$ cat src/rtl/imem_loader_if.sv
// imem_loader_if: byte stream in, instruction memory byte writes out.
// master = loader side, slave = source/memory side.
interface imem_loader_if #(
  parameter int DEPTH = 256,
  parameter int WIDTH = 8
);
  localparam int AW = $clog2(DEPTH);

  logic             rx_valid;
  logic [7:0]       rx_data;
  logic             rx_ready;
  logic             mem_we;
  logic [AW-1:0]    mem_addr;
  logic [WIDTH-1:0] mem_wdata;

  modport master (
    input  rx_valid, rx_data,
    output rx_ready, mem_we, mem_addr, mem_wdata
  );

  modport slave (
    output rx_valid, rx_data,
    input  rx_ready, mem_we, mem_addr, mem_wdata
  );
endinterface

$ cat src/rtl/imem_loader.sv
// imem_loader: loads a length-prefixed byte image into instruction memory.
// Define IMEM_LOADER_CHECKSUM_EN to require a trailing XOR checksum byte.
module imem_loader #(
  parameter int DEPTH = 256,
  parameter int WIDTH = 8
) (
  input  logic          clk,
  input  logic          rst,
  input  logic          start,
  imem_loader_if.master bus,
  output logic          cpu_hold,
  output logic          busy,
  output logic          done,
  output logic          error
);
  localparam int AW = $clog2(DEPTH);

  typedef enum logic [2:0] {
    IDLE, LEN_LO, LEN_HI, LOAD, CHECK, DONE, ERR
  } state_t;

`ifdef IMEM_LOADER_CHECKSUM_EN
  localparam state_t FIN = CHECK;
`else
  localparam state_t FIN = DONE;
`endif

  state_t      state, state_n;
  logic [AW:0] cnt, len;
  logic [7:0]  len_lo;
  logic [16:0] len_in;
  logic        xfer, wr, last, idle_st;
`ifdef IMEM_LOADER_CHECKSUM_EN
  logic [7:0]  csum;
`endif

  assign idle_st = (state == IDLE) || (state == DONE) || (state == ERR);
  assign busy    = (state == LEN_LO) || (state == LEN_HI)
                || (state == LOAD)   || (state == CHECK);
  assign bus.rx_ready = busy;
  assign cpu_hold = (state != DONE);
  assign done     = (state == DONE);
  assign error    = (state == ERR);

  assign xfer   = bus.rx_valid & bus.rx_ready;
  assign len_in = {1'b0, bus.rx_data, len_lo};
  assign last   = (cnt + 1'b1) == len;

  always_ff @(posedge clk) begin
    if (rst) state <= IDLE;
    else     state <= state_n;
  end

  always_comb begin
    state_n = state;
    wr      = 1'b0;
    unique case (state)
      IDLE, DONE, ERR: if (start) state_n = LEN_LO;
      LEN_LO: if (xfer) state_n = LEN_HI;
      LEN_HI: if (xfer) begin
        if (len_in == 17'd0)              state_n = FIN;
        else if (len_in > 17'(DEPTH))     state_n = ERR;
        else                              state_n = LOAD;
      end
      LOAD: if (xfer) begin
        wr = 1'b1;
        if (last) state_n = FIN;
      end
`ifdef IMEM_LOADER_CHECKSUM_EN
      CHECK: if (xfer) begin
        state_n = (csum == bus.rx_data) ? DONE : ERR;
      end
`endif
      default: state_n = IDLE;
    endcase
  end

  always_ff @(posedge clk) begin
    if (rst) begin
      cnt           <= '0;
      len           <= '0;
      len_lo        <= '0;
      bus.mem_we    <= 1'b0;
      bus.mem_addr  <= '0;
      bus.mem_wdata <= '0;
    end else begin
      bus.mem_we <= wr;
      if (idle_st && start) cnt <= '0;
      if (state == LEN_LO && xfer) len_lo <= bus.rx_data;
      if (state == LEN_HI && xfer) len <= len_in[AW:0];
      if (wr) begin
        bus.mem_addr  <= cnt[AW-1:0];
        bus.mem_wdata <= WIDTH'(bus.rx_data);
        cnt           <= cnt + 1'b1;
      end
    end
  end

`ifdef IMEM_LOADER_CHECKSUM_EN
  // running XOR over payload bytes only
  always_ff @(posedge clk) begin
    if (rst)                 csum <= '0;
    else if (idle_st && start) csum <= '0;
    else if (wr)             csum <= csum ^ bus.rx_data;
  end
`endif
endmodule

$ cat src/flat_wrapper.sv
// flat-port wrapper written by rule: the top's interface ports become plain ports
module imem_loader_flat 
#(
  parameter int DEPTH = 256,
  parameter int WIDTH = 8
)
  (clk, rst, start, cpu_hold, busy, done, error, bus_rx_valid, bus_rx_data, bus_rx_ready, bus_mem_we, bus_mem_addr, bus_mem_wdata);
  imem_loader_if #(.DEPTH(DEPTH), .WIDTH(WIDTH)) bus_i ();
  input  logic clk;
  input  logic rst;
  input  logic start;
  output logic cpu_hold;
  output logic busy;
  output logic done;
  output logic error;
  input wire logic [$bits(bus_i.rx_valid)-1:0] bus_rx_valid;
  input wire logic [$bits(bus_i.rx_data)-1:0] bus_rx_data;
  output wire logic [$bits(bus_i.rx_ready)-1:0] bus_rx_ready;
  output wire logic [$bits(bus_i.mem_we)-1:0] bus_mem_we;
  output wire logic [$bits(bus_i.mem_addr)-1:0] bus_mem_addr;
  output wire logic [$bits(bus_i.mem_wdata)-1:0] bus_mem_wdata;
  assign bus_i.rx_valid = bus_rx_valid;
  assign bus_i.rx_data = bus_rx_data;
  assign bus_rx_ready = bus_i.rx_ready;
  assign bus_mem_we = bus_i.mem_we;
  assign bus_mem_addr = bus_i.mem_addr;
  assign bus_mem_wdata = bus_i.mem_wdata;
  imem_loader #(.DEPTH(DEPTH), .WIDTH(WIDTH)) u_core (.clk(clk), .rst(rst), .start(start), .bus(bus_i), .cpu_hold(cpu_hold), .busy(busy), .done(done), .error(error));
endmodule
$ cat config.mk
export PLATFORM = sky130hd
export DESIGN_NAME = imem_loader_flat
export DESIGN_NICKNAME = d
export VERILOG_FILES = /design/src/rtl/imem_loader_if.sv /design/src/rtl/imem_loader.sv /design/src/flat_wrapper.sv
export SDC_FILE = /design/constraint.sdc
export NUM_CORES = 1
export LEC_CHECK = 0
export ABC_AREA = 1
export CELL_PAD_IN_SITES_DETAIL_PLACEMENT = 0
export CELL_PAD_IN_SITES_GLOBAL_PLACEMENT = 1
export CORE_MARGIN = 2
export CORE_UTILIZATION = 39
export CTS_BUF_LIST = sky130_fd_sc_hd__clkbuf_4 sky130_fd_sc_hd__clkbuf_8
export DETAILED_ROUTE_END_ITERATION = 10
export PLACE_DENSITY = 0.93
export SETUP_SLACK_MARGIN = 0.4
export SLEW_MARGIN = 5
export SYNTH_ARGS = -nofsm -noshare
export SYNTH_HDL_FRONTEND = slang
export SYNTH_SLANG_ARGS = --single-unit
export TNS_END_PERCENT = 1
$ cat constraint.sdc
create_clock -name clk -period 2.6 [get_ports clk]
set_input_delay 0.52 -clock clk [delete_from_list [all_inputs] [get_ports clk]]
set_output_delay 0.52 -clock clk [all_outputs]
set_load 0.05 [all_outputs]
After elaboration in Yosys (flattened, before gate mapping):

Cells that the tools add are included.
W data, S select, Z words.

* register bits after elaboration: 46
* input port bits: 12
* output and inout port bits: 22
* logic and storage cells: 48

* add/sub/neg operators: 1
* magnitude comparators: 1
* equality and inequality tests: 13
* muxes and demuxes: 12
* bitwise gates (word level): 1
* reduce and logical (&&, ||, !) cells: 13

Operators with widths (number)
* $mux W3: 7
* $mux W9: 2
* $logic_not A17 Y1: 1
* $gt A16 B9 Y1 const B: 1
* $pmux W3 S4: 1
* $add A9 B1 Y9 const B: 1
* $eq A3 B3 Y1 const B: 3
* $eq A9 B9 Y1: 1
* $ne A2 B1 Y1 const B: 4
* $eq A3 B2 Y1 const B: 2
* $logic_or A1 B1 Y1: 5
* $reduce_and A5 Y1: 1
* $eq A3 B1 Y1 const B: 1
* $logic_and A1 B1 Y1: 3
* $logic_not A3 Y1: 1
* $ne A3 B3 Y1 const B: 1
* $reduce_or A3 Y1: 1
* $mux W1: 2
* $ne A2 B2 Y1 const B: 1
* $reduce_bool A2 Y1: 1
* $and A1 B1 Y1: 1

Longest topological paths before layout:

Gate-level depths: netlist of the first run.

* depth after elaboration: 8
* depth in mapped cells: 14
* mapped depth without buffers: 14

Worst setup path after synthesis of the first run:

No wires, ideal clock.

* kind: reg-to-output
* from: register u_core.state[0]
* to: output cpu_hold
* data arrival time: 1722 ps
* data required time: 2080 ps
* slack: 358 ps
* cell stages (with the launch flop): 6
* buffers on the path: 0
* path through: dfxtp_1 > inv_1 > nor2_1 > inv_1 > nor2_1 > inv_1

* longest elaborated chain between the ends: 1

RTL lines
* start, declared: line imem_loader.sv:28 `state_t state, state_n;`
* start signal, assigned: line imem_loader.sv:51 `else state <= state_n;`
* $ne A3 B3 Y1: line imem_loader.sv:41 `assign cpu_hold = (state != DONE);`
* end, declared: line flat_wrapper.sv:12 `output logic cpu_hold;`

No other way between the ends.

Final worst setup path of the first run:

* from: register u_core.state[2]
* to: output busy

* longest elaborated chain between the ends: 4
* elaborated cells between the ends (all ways): 7
* classes of those cells: 4 x eq/ne; 3 x reduce/logical

RTL lines
* $eq A3 B1 Y1 / $eq A3 B2 Y1 (equally long branches): line imem_loader.sv:38 `assign busy = (state == LEN_LO) || (state == LEN_HI)`
* $logic_or A1 B1 Y1: line imem_loader.sv:38
* $logic_or A1 B1 Y1: line imem_loader.sv:39 `|| (state == LOAD) || (state == CHECK);`
* $logic_or A1 B1 Y1 (*): line imem_loader.sv:39
* end, declared: line flat_wrapper.sv:13 `output logic busy;`

Mark *: on every way between the ends. The rest lies on a longest branch, timed or not.

==> reports/qor.csv, run 1 <==
stage,metric,value,unit
synthesis,synthesized flop and latch total,46,
floorplan,io pins,34,
global_route,total grt overflow,0,
synthesis,Post-Syn Nets,334,
clock_tree,clk buf depth,2,
floorplan,DIE AREA,6140,µm²
synthesis,YS warnings,0,
sta,setup_tns,0,ps
placement,Inst Count DP,418,
worst_setup_path,Worst path slowest cell,clkdlybuf4s50_1,
worst_setup_path,worst reg2reg path depth,14,
finish,ant diodes,0,
sta,clk_skew,5.07,ps
power,NetSw,937,µW
sta,Worst Max-Slew Pin Slew,539,ps
worst_hold_path,Hold WC Path Type,reg -> reg,
synthesis,largest cells by area after synthesis,"dfxtp_1 (43%), nor2_1 (12%), nand2_1 (9.7%)",
synthesis,post-synthesis sequential area ratio,42.7,%
floorplan,FP Rows,27,
floorplan,Initial Utilization,39.7,%
worst_setup_path,Worst EP arrival,1930,ps
worst_setup_path,worst-path fanout max,8,
clock_tree,CTS Buf Count,5,
power,P per Cell Area,879,nW/µm²
finish,Finished Layout Cells,425,
sta,Final Setup Violations,0,
worst_hold_path,WHS Path Cells,2,
synthesis,Mean Syn Cell Area,6.72,µm²
global_route,vias in the first global route,1939,
power,combinational group share of total power,39.3,%
synthesis,Yosys cell types,24,
run_status,status,completed,
worst_setup_path,worst setup path class,reg -> out,
power,Sw Share,39.8,%
placement,dpl hpwl,3570,µm
worst_setup_path,Crit Reg-Reg Endpoint,u_core.state[0],
clock_tree,setup bufs post-CTS,0,
floorplan,core area,5440,µm²
placement,Port Buffers,33,
run,max-capacitance violation count,0,
clock_tree,clk root buf,clkbuf_8,
drt,"antenna viol nets, final",0,
power,Flop pwr share,37.7,%
clock_tree,"Clk Latency, worst-skew pair",290,ps
drt,DRT Wirelength,5010,µm
worst_setup_path,crit-path cells,inv_1 > xor2_1 > clkdlybuf4s50_1,
worst_setup_path,crit path buf inv count,2,
worst_setup_path,CP top delay family,buffers and inverters,
worst_setup_path,CP endpoint kind,output port,
synthesis,Syn Std Cell Area,2160,µm²
global_route,largest net degree at the start of global routing,33,
finish,fillers,549,
clock_tree,clk slew on worst S/H paths,80,ps
global_route,first-pass GRT wire length,8810,µm
clock_tree,CTS Sinks,46,
power,LEAKAGE,0.00112,µW
worst_hold_path,hold wc startpoint,u_core.len[6],
drt,DRC errors left,0,
synthesis,top-area cell type share of the netlist area,42.7,%
power,clock power share,23.0,%
sta,Slew Limit Fails,0,
clock_tree,CTS tree,built,
global_route,All-Layer GR Usage,17.8,%
drt,vias,2050,
floorplan,Die Wd,78.4,µm
sta,Max-slew headroom,64.0,%
worst_setup_path,Worst Path Required,2080,ps
sta,final-report hold violation count,0,
sta,Period minus WS final,2450,ps
finish,area delta synth->final,24.2,%
worst_setup_path,RR Startpoint,u_core.cnt[0],
finish,Layout Nets,366,
sta,RSZ-0062 raised after global routing,yes,
power,P_int,1420,µW
worst_setup_path,"setup slack, reg-to-reg",670,ps
drt,vias per cell,4.82,
clock_tree,CTS H-tree depth,2,
drt,DR WL/cell,11.8,µm
worst_setup_path,Max stage delay on crit path,830,ps
worst_setup_path,crit start category,flop,
floorplan,Die H,78.4,µm
worst_hold_path,Hold EP,u_core.len[6],
finish,layout cells sized above 1,6.52,%
finish,final core occ,49.3,%
synthesis,largest area contributor in the netlist,dfxtp_1,
synthesis,Post-Syn Instances,321,
drt,First-pass DRT Iterations,4,
clock_tree,Hold Buf Count CTS,0,
drt,Starting DRT DRC Count,74,
placement,global placement routability congestion,0.786,
global_route,initial antenna violation count,0,
sta,FMAX,0.408,GHz
sta,Tcrit/Tclk final,94.4,%
power,VDD IR-drop max,0.389,mV
## timing repair
item                                   4_1_cts  5_1_grt
endpoints found under the hold margin        0        0
resized for setup                            1        2
setup endpoints to repair                    5        7
## power groups by stage
stage	combinational [µW]	sequential (µW)	clock (µW)
global placement	936	899	0
CTS	932	886	553
floorplan	653	953	0
finish	925	888	543
detailed placement	943	902	0
global route	1040	906	581
## flip-flops by register name (all words and copies together), names as in the netlist
signal,flops
u_core.state,3
u_core.cnt,9
u_core.bus.mem_addr,8
u_core.bus.mem_we,1
u_core.len_lo,8
u_core.bus.mem_wdata,8
u_core.len,9
## worst min-delay path, cell delays in order, from the launching register on
cell and delay [ps]:
dfxtp_1 310, inv_1 70, a21oi_1 60
## cells by family (layout without fill, tap and decap cells)
kind of cell    after synthesis  after routing  synth area share, %
fa+ha+maj                     1              1                0.580
compound gates               64             64                 15.6
flops                        46             46                 42.7
simple gates                163            163                 32.2
xor+xnor                      1              1                0.406
buf+inv                      46             78                 8.52
## stage by stage
step	hold slack (ps)	setup WS, ps	cell area [µm²]	total power [µW]
floorplan	444	408	2160	1610
global placement	452	500	2560	1830
detailed placement	466	452	2560	1840
CTS	479	155	2680	2370
global route	501	72.8	2680	2530
finish	481	146	2680	2360
## placed cells by master, fill, tap and decap left out
| cell type | n |
|---|---|
| o32a_2 | 1 |
| inv_1 | 32 |
| o21ai_0 | 35 |
| nor2_2 | 2 |
| clkbuf_8 | 6 |
| dfxtp_1 | 46 |
| nand3b_1 | 4 |
| nor2_1 | 70 |
| ha_1 | 1 |
| nand4_1 | 6 |
| inv_2 | 2 |
| buf_4 | 2 |
| nand3_1 | 19 |
| bufinv_16 | 1 |
| buf_12 | 1 |
| dlygate4sd2_1 | 1 |
| a21oi_2 | 1 |
| clkdlybuf4s50_1 | 30 |
| nand2_2 | 3 |
| nand3_2 | 2 |
| xor2_1 | 1 |
| o21ai_1 | 1 |
| dlymetal6s2s_1 | 2 |
| clkinv_1 | 1 |
| o21bai_2 | 1 |
| nand2_1 | 56 |
| nor2_4 | 1 |
| a21oi_1 | 25 |
## worst max-delay path by stage
stage | startpoint | endpoint | depth (start not counted)
2_1_floorplan | u_core.state[2] | busy | 4
3_3_place_gp | u_core.state[2] | busy | 3
3_5_place_dp | u_core.state[2] | bus_rx_ready | 3
4_1_cts | u_core.state[2] | busy | 3
5_1_grt | u_core.state[2] | busy | 3
6_report | u_core.state[2] | busy | 3
## metal layers
| layer | vias to the layer above | part of all wire (%) | global-route usage [%] |
|---|---|---|---|
| met2 | 30 | 49 | 31.5 |
| met5 | - | 0 | 0 |
| met3 | 7 | 3.3 | 3.68 |
| met1 | 922 | 46 | 21.8 |
| met4 | 0 | 1.1 | 5.26 |
| li1 | 1091 | - | - |
## Yosys cell counts
library cell  instances
o21ai_1               1
nand2_1              56
nand3_2               2
clkinv_1              1
o32a_2                1
xor2_1                1
buf_2                 3
nand4_1               6
a21oi_2               1
nor2_1               71
buf_4                 2
o21ai_0              35
inv_2                 2
nor2_2                1
a21oi_1              25
inv_1                32
nand2_2               3
nand3b_1              4
nand3_1              19
dfxtp_1              46
ha_1                  1
nor2_4                1
o21bai_2              1
clkbuf_1              6
## area by class of cell
| cell class | instances | area, µm² | area share [%] |
|---|---|---|---|
| clock inverters | 1 | 30.0 | 1.12 |
| well taps | 72 | 90.1 | 3.36 |
| multi-input cells | 229 | 1060 | 39.4 |
| clock buffers | 6 | 82.6 | 3.08 |
| repair buffers | 36 | 369 | 13.8 |
| inverters | 35 | 131 | 4.90 |
| flip-flops and latches | 46 | 921 | 34.4 |
Power figures use the tool's default switching activity.
==> run 2, diff against run 1 <==
--- a/config.mk
+++ b/config.mk
@@ -8,12 +8,11 @@
 export ABC_AREA = 1
 export CELL_PAD_IN_SITES_DETAIL_PLACEMENT = 0
 export CELL_PAD_IN_SITES_GLOBAL_PLACEMENT = 1
-export CORE_MARGIN = 2
 export CORE_UTILIZATION = 39
-export CTS_BUF_LIST = sky130_fd_sc_hd__clkbuf_4 sky130_fd_sc_hd__clkbuf_8
 export DETAILED_ROUTE_END_ITERATION = 10
 export PLACE_DENSITY = 0.93
 export SETUP_SLACK_MARGIN = 0.4
+export SKIP_CTS_REPAIR_TIMING = 1
 export SLEW_MARGIN = 5
 export SYNTH_ARGS = -nofsm -noshare
 export SYNTH_HDL_FRONTEND = slang
==> run 2 against run 1 <==
Compared with the run above: routed wire length down 0.20%; sequential power shrank 0.5%; maximum frequency up 1.3%; global-route usage rose by 1.1 points; die area decreased by 5.0%; clock-buffer cell count unchanged; critical path depth stayed put; clock skew rose by 4.7 ps; combinational power up 2.3%; sequential share of layout area barely moved; hold slack worse by 9.2 ps; first-iteration DRC count rose by 6.8%; critical path type unchanged; largest power group unchanged; highest routed layer unchanged.
==> reports/qor.csv, run 2 (synthesized netlist as in run 1, its figures left out) <==
stage,metric,value,unit,change
floorplan,FP Rows,26,,was 27
worst_setup_path,Max stage delay on crit path,830,ps,about the same
global_route,largest net degree at the start of global routing,31,,was 33
clock_tree,"Clk Latency, worst-skew pair",310,ps,was 290 ps
finish,"commonest non-fill, non-tap cells in the layout","nor2_1 (70), nand2_1 (56), dfxtp_1 (46)",,unchanged
worst_setup_path,Worst path slowest cell,clkdlybuf4s50_1,,unchanged
power,VDD IR-drop max,0.464,mV,was 0.389 mV
floorplan,Initial Utilization,41.5,%,was 39.7%
drt,vias per cell,4.79,,was 4.82
floorplan,core area,5200,µm²,was 5440 µm²
placement,Port Buffers,33,,unchanged
sta,FMAX,0.413,GHz,was 0.408 GHz
clock_tree,clk root buf,clkbuf_8,,unchanged
global_route,total grt overflow,0,,unchanged
finish,ant diodes,0,,unchanged
placement,dpl cell area,2570,µm²,was 2560 µm²
global_route,most used routing layer,met2,,unchanged
run_status,status,completed,,unchanged
worst_setup_path,Worst Path Required,2080,ps,about the same
drt,DRT Wirelength,5000,µm,was 5010 µm
sta,Period minus WS final,2420,ps,was 2450 ps
drt,"antenna viol nets, final",0,,unchanged
sta,clk_skew,9.78,ps,was 5.07 ps
drt,First-pass DRT Iterations,4,,unchanged
global_route,vias in the first global route,1892,,was 1939
clock_tree,CTS Buf Count,5,,unchanged
finish,Layout Nets,367,,was 366
finish,Register Area,921,µm²,unchanged
placement,global placement routability congestion,0.795,,was 0.786
power,P per Cell Area,881,nW/µm²,was 879 nW/µm²
global_route,initial antenna violation count,0,,unchanged
worst_setup_path,CP top delay family,buffers and inverters,,unchanged
sta,Slew Limit Fails,0,,unchanged
finish,layout cells sized above 1,6.76,%,was 6.52%
global_route,All-Layer GR Usage,18.9,%,was 17.8%
finish,footprint of the multi-input gates,1060,µm²,unchanged
finish,"most common cell after layout, fill and taps aside",nor2_1,,unchanged
global_route,routing usage on met3,3.71,%,was 3.68%
floorplan,Die Wd,76.4,µm,was 78.4 µm
clock_tree,CTS H-tree depth,2,,unchanged
sta,final-report hold violation count,0,,unchanged
sta,RSZ-0062 raised after global routing,yes,,unchanged
global_route,first-pass GRT wire length,8770,µm,was 8810 µm
finish,fillers,546,,was 549
floorplan,io pins,34,,unchanged
power,LEAKAGE,0.00112,µW,about the same
worst_setup_path,CP endpoint kind,output port,,unchanged
drt,DR WL/cell,11.8,µm,about the same
sta,Final Setup Violations,0,,unchanged
finish,design area,2680,µm²,about the same
sta,Worst Max-Slew Pin Slew,506,ps,was 539 ps
global_route,GR Layer Usage met1,25.3,%,was 21.8%
sta,Max-slew headroom,66.2,%,was 64.0%
clock_tree,clk slew on worst S/H paths,90,ps,was 80 ps
floorplan,DIE AREA,5840,µm²,was 6140 µm²
clock_tree,CTS tree,built,,unchanged
worst_setup_path,Worst EP arrival,1900,ps,was 1930 ps
worst_setup_path,worst-path fanout max,8,,unchanged
clock_tree,clk buf depth,2,,unchanged
placement,dpl hpwl,3680,µm,was 3570 µm
sta,setup_tns,0,ps,unchanged
finish,Top Registers,"u_core.cnt x9, u_core.len x9",,unchanged
finish,area delta synth->final,24.2,%,about the same
worst_setup_path,crit path buf inv count,2,,unchanged
drt,vias,2037,,was 2050
run,max-capacitance violation count,0,,unchanged
sta,Tcrit/Tclk final,93.2,%,was 94.4%
worst_setup_path,crit-path cells,inv_1 > xor2_1 > clkdlybuf4s50_1,,unchanged
worst_setup_path,crit start category,flop,,unchanged
global_route,met2 GRT Util,29.9,%,was 31.5%
drt,Starting DRT DRC Count,79,,was 74
clock_tree,CTS Sinks,46,,unchanged
floorplan,Die H,76.4,µm,was 78.4 µm
drt,DRC errors left,0,,unchanged
worst_hold_path,Hold WC Path Type,reg -> reg,,unchanged
worst_setup_path,worst setup path class,reg -> out,,unchanged
run 2: cell types whose count changed in the layout (fill, tap and decap cells not counted), sizes merged:
cell           delta
dlymetal6s2s      -1
clkinvlp          +1
dlygate4sd2       -1
clkdlybuf4s50     +2
buf               +1
run 2: metrics by stage:
stage          power, µW  setup WS [ps]  hold WS, ps  util [%]  instances
2_1_floorplan       1610            408          444         -        321
3_3_place_gp        1840            502          454      49.4        417
3_5_place_dp        1850            504          460      49.4        417
4_1_cts             2380            156          474      51.5        425
5_1_grt             2530           70.8          492      51.5        425
6_report            2360            176          472      51.5        425
run 2: final cells by class:
cell class	count	area share, %
Tap cell	70	3.27
Sequential cell	46	34.3
Inverter	35	4.90
Multi-Input combinational cell	229	39.4
Timing Repair Buffer	37	14.0
Clock buffer	6	2.71
Clock inverter	2	1.40
run 2: worst paths after layout:
path                                       from         endpoint  slack, ps  depth (start not counted)
worst max-delay path            u_core.state[2]             busy        180                          3
worst max register to register    u_core.cnt[0]  u_core.state[0]        720                         14
worst min register to register    u_core.len[0]    u_core.len[0]        470                          2
worst min-delay path              u_core.len[0]    u_core.len[0]        470                          2
run 2: worst min-delay path: cells and delay by family, from the launching register on:
family	cells	cell delay, ps
flops	1	320
buf+inv	1	60
compound gates	1	50
run 2: metal layers:
metal | up-vias | wire length [µm]
met3 | 7 | 174
li1 | 1094 | -
met5 | - | 0
met4 | 0 | 73
met2 | 39 | 2280
met1 | 897 | 2480
run 2: where the power goes:
group          switching, µW  internal (µW)
clock network            247            287
registers               78.2            806
logic                    626            320
total                    950           1410
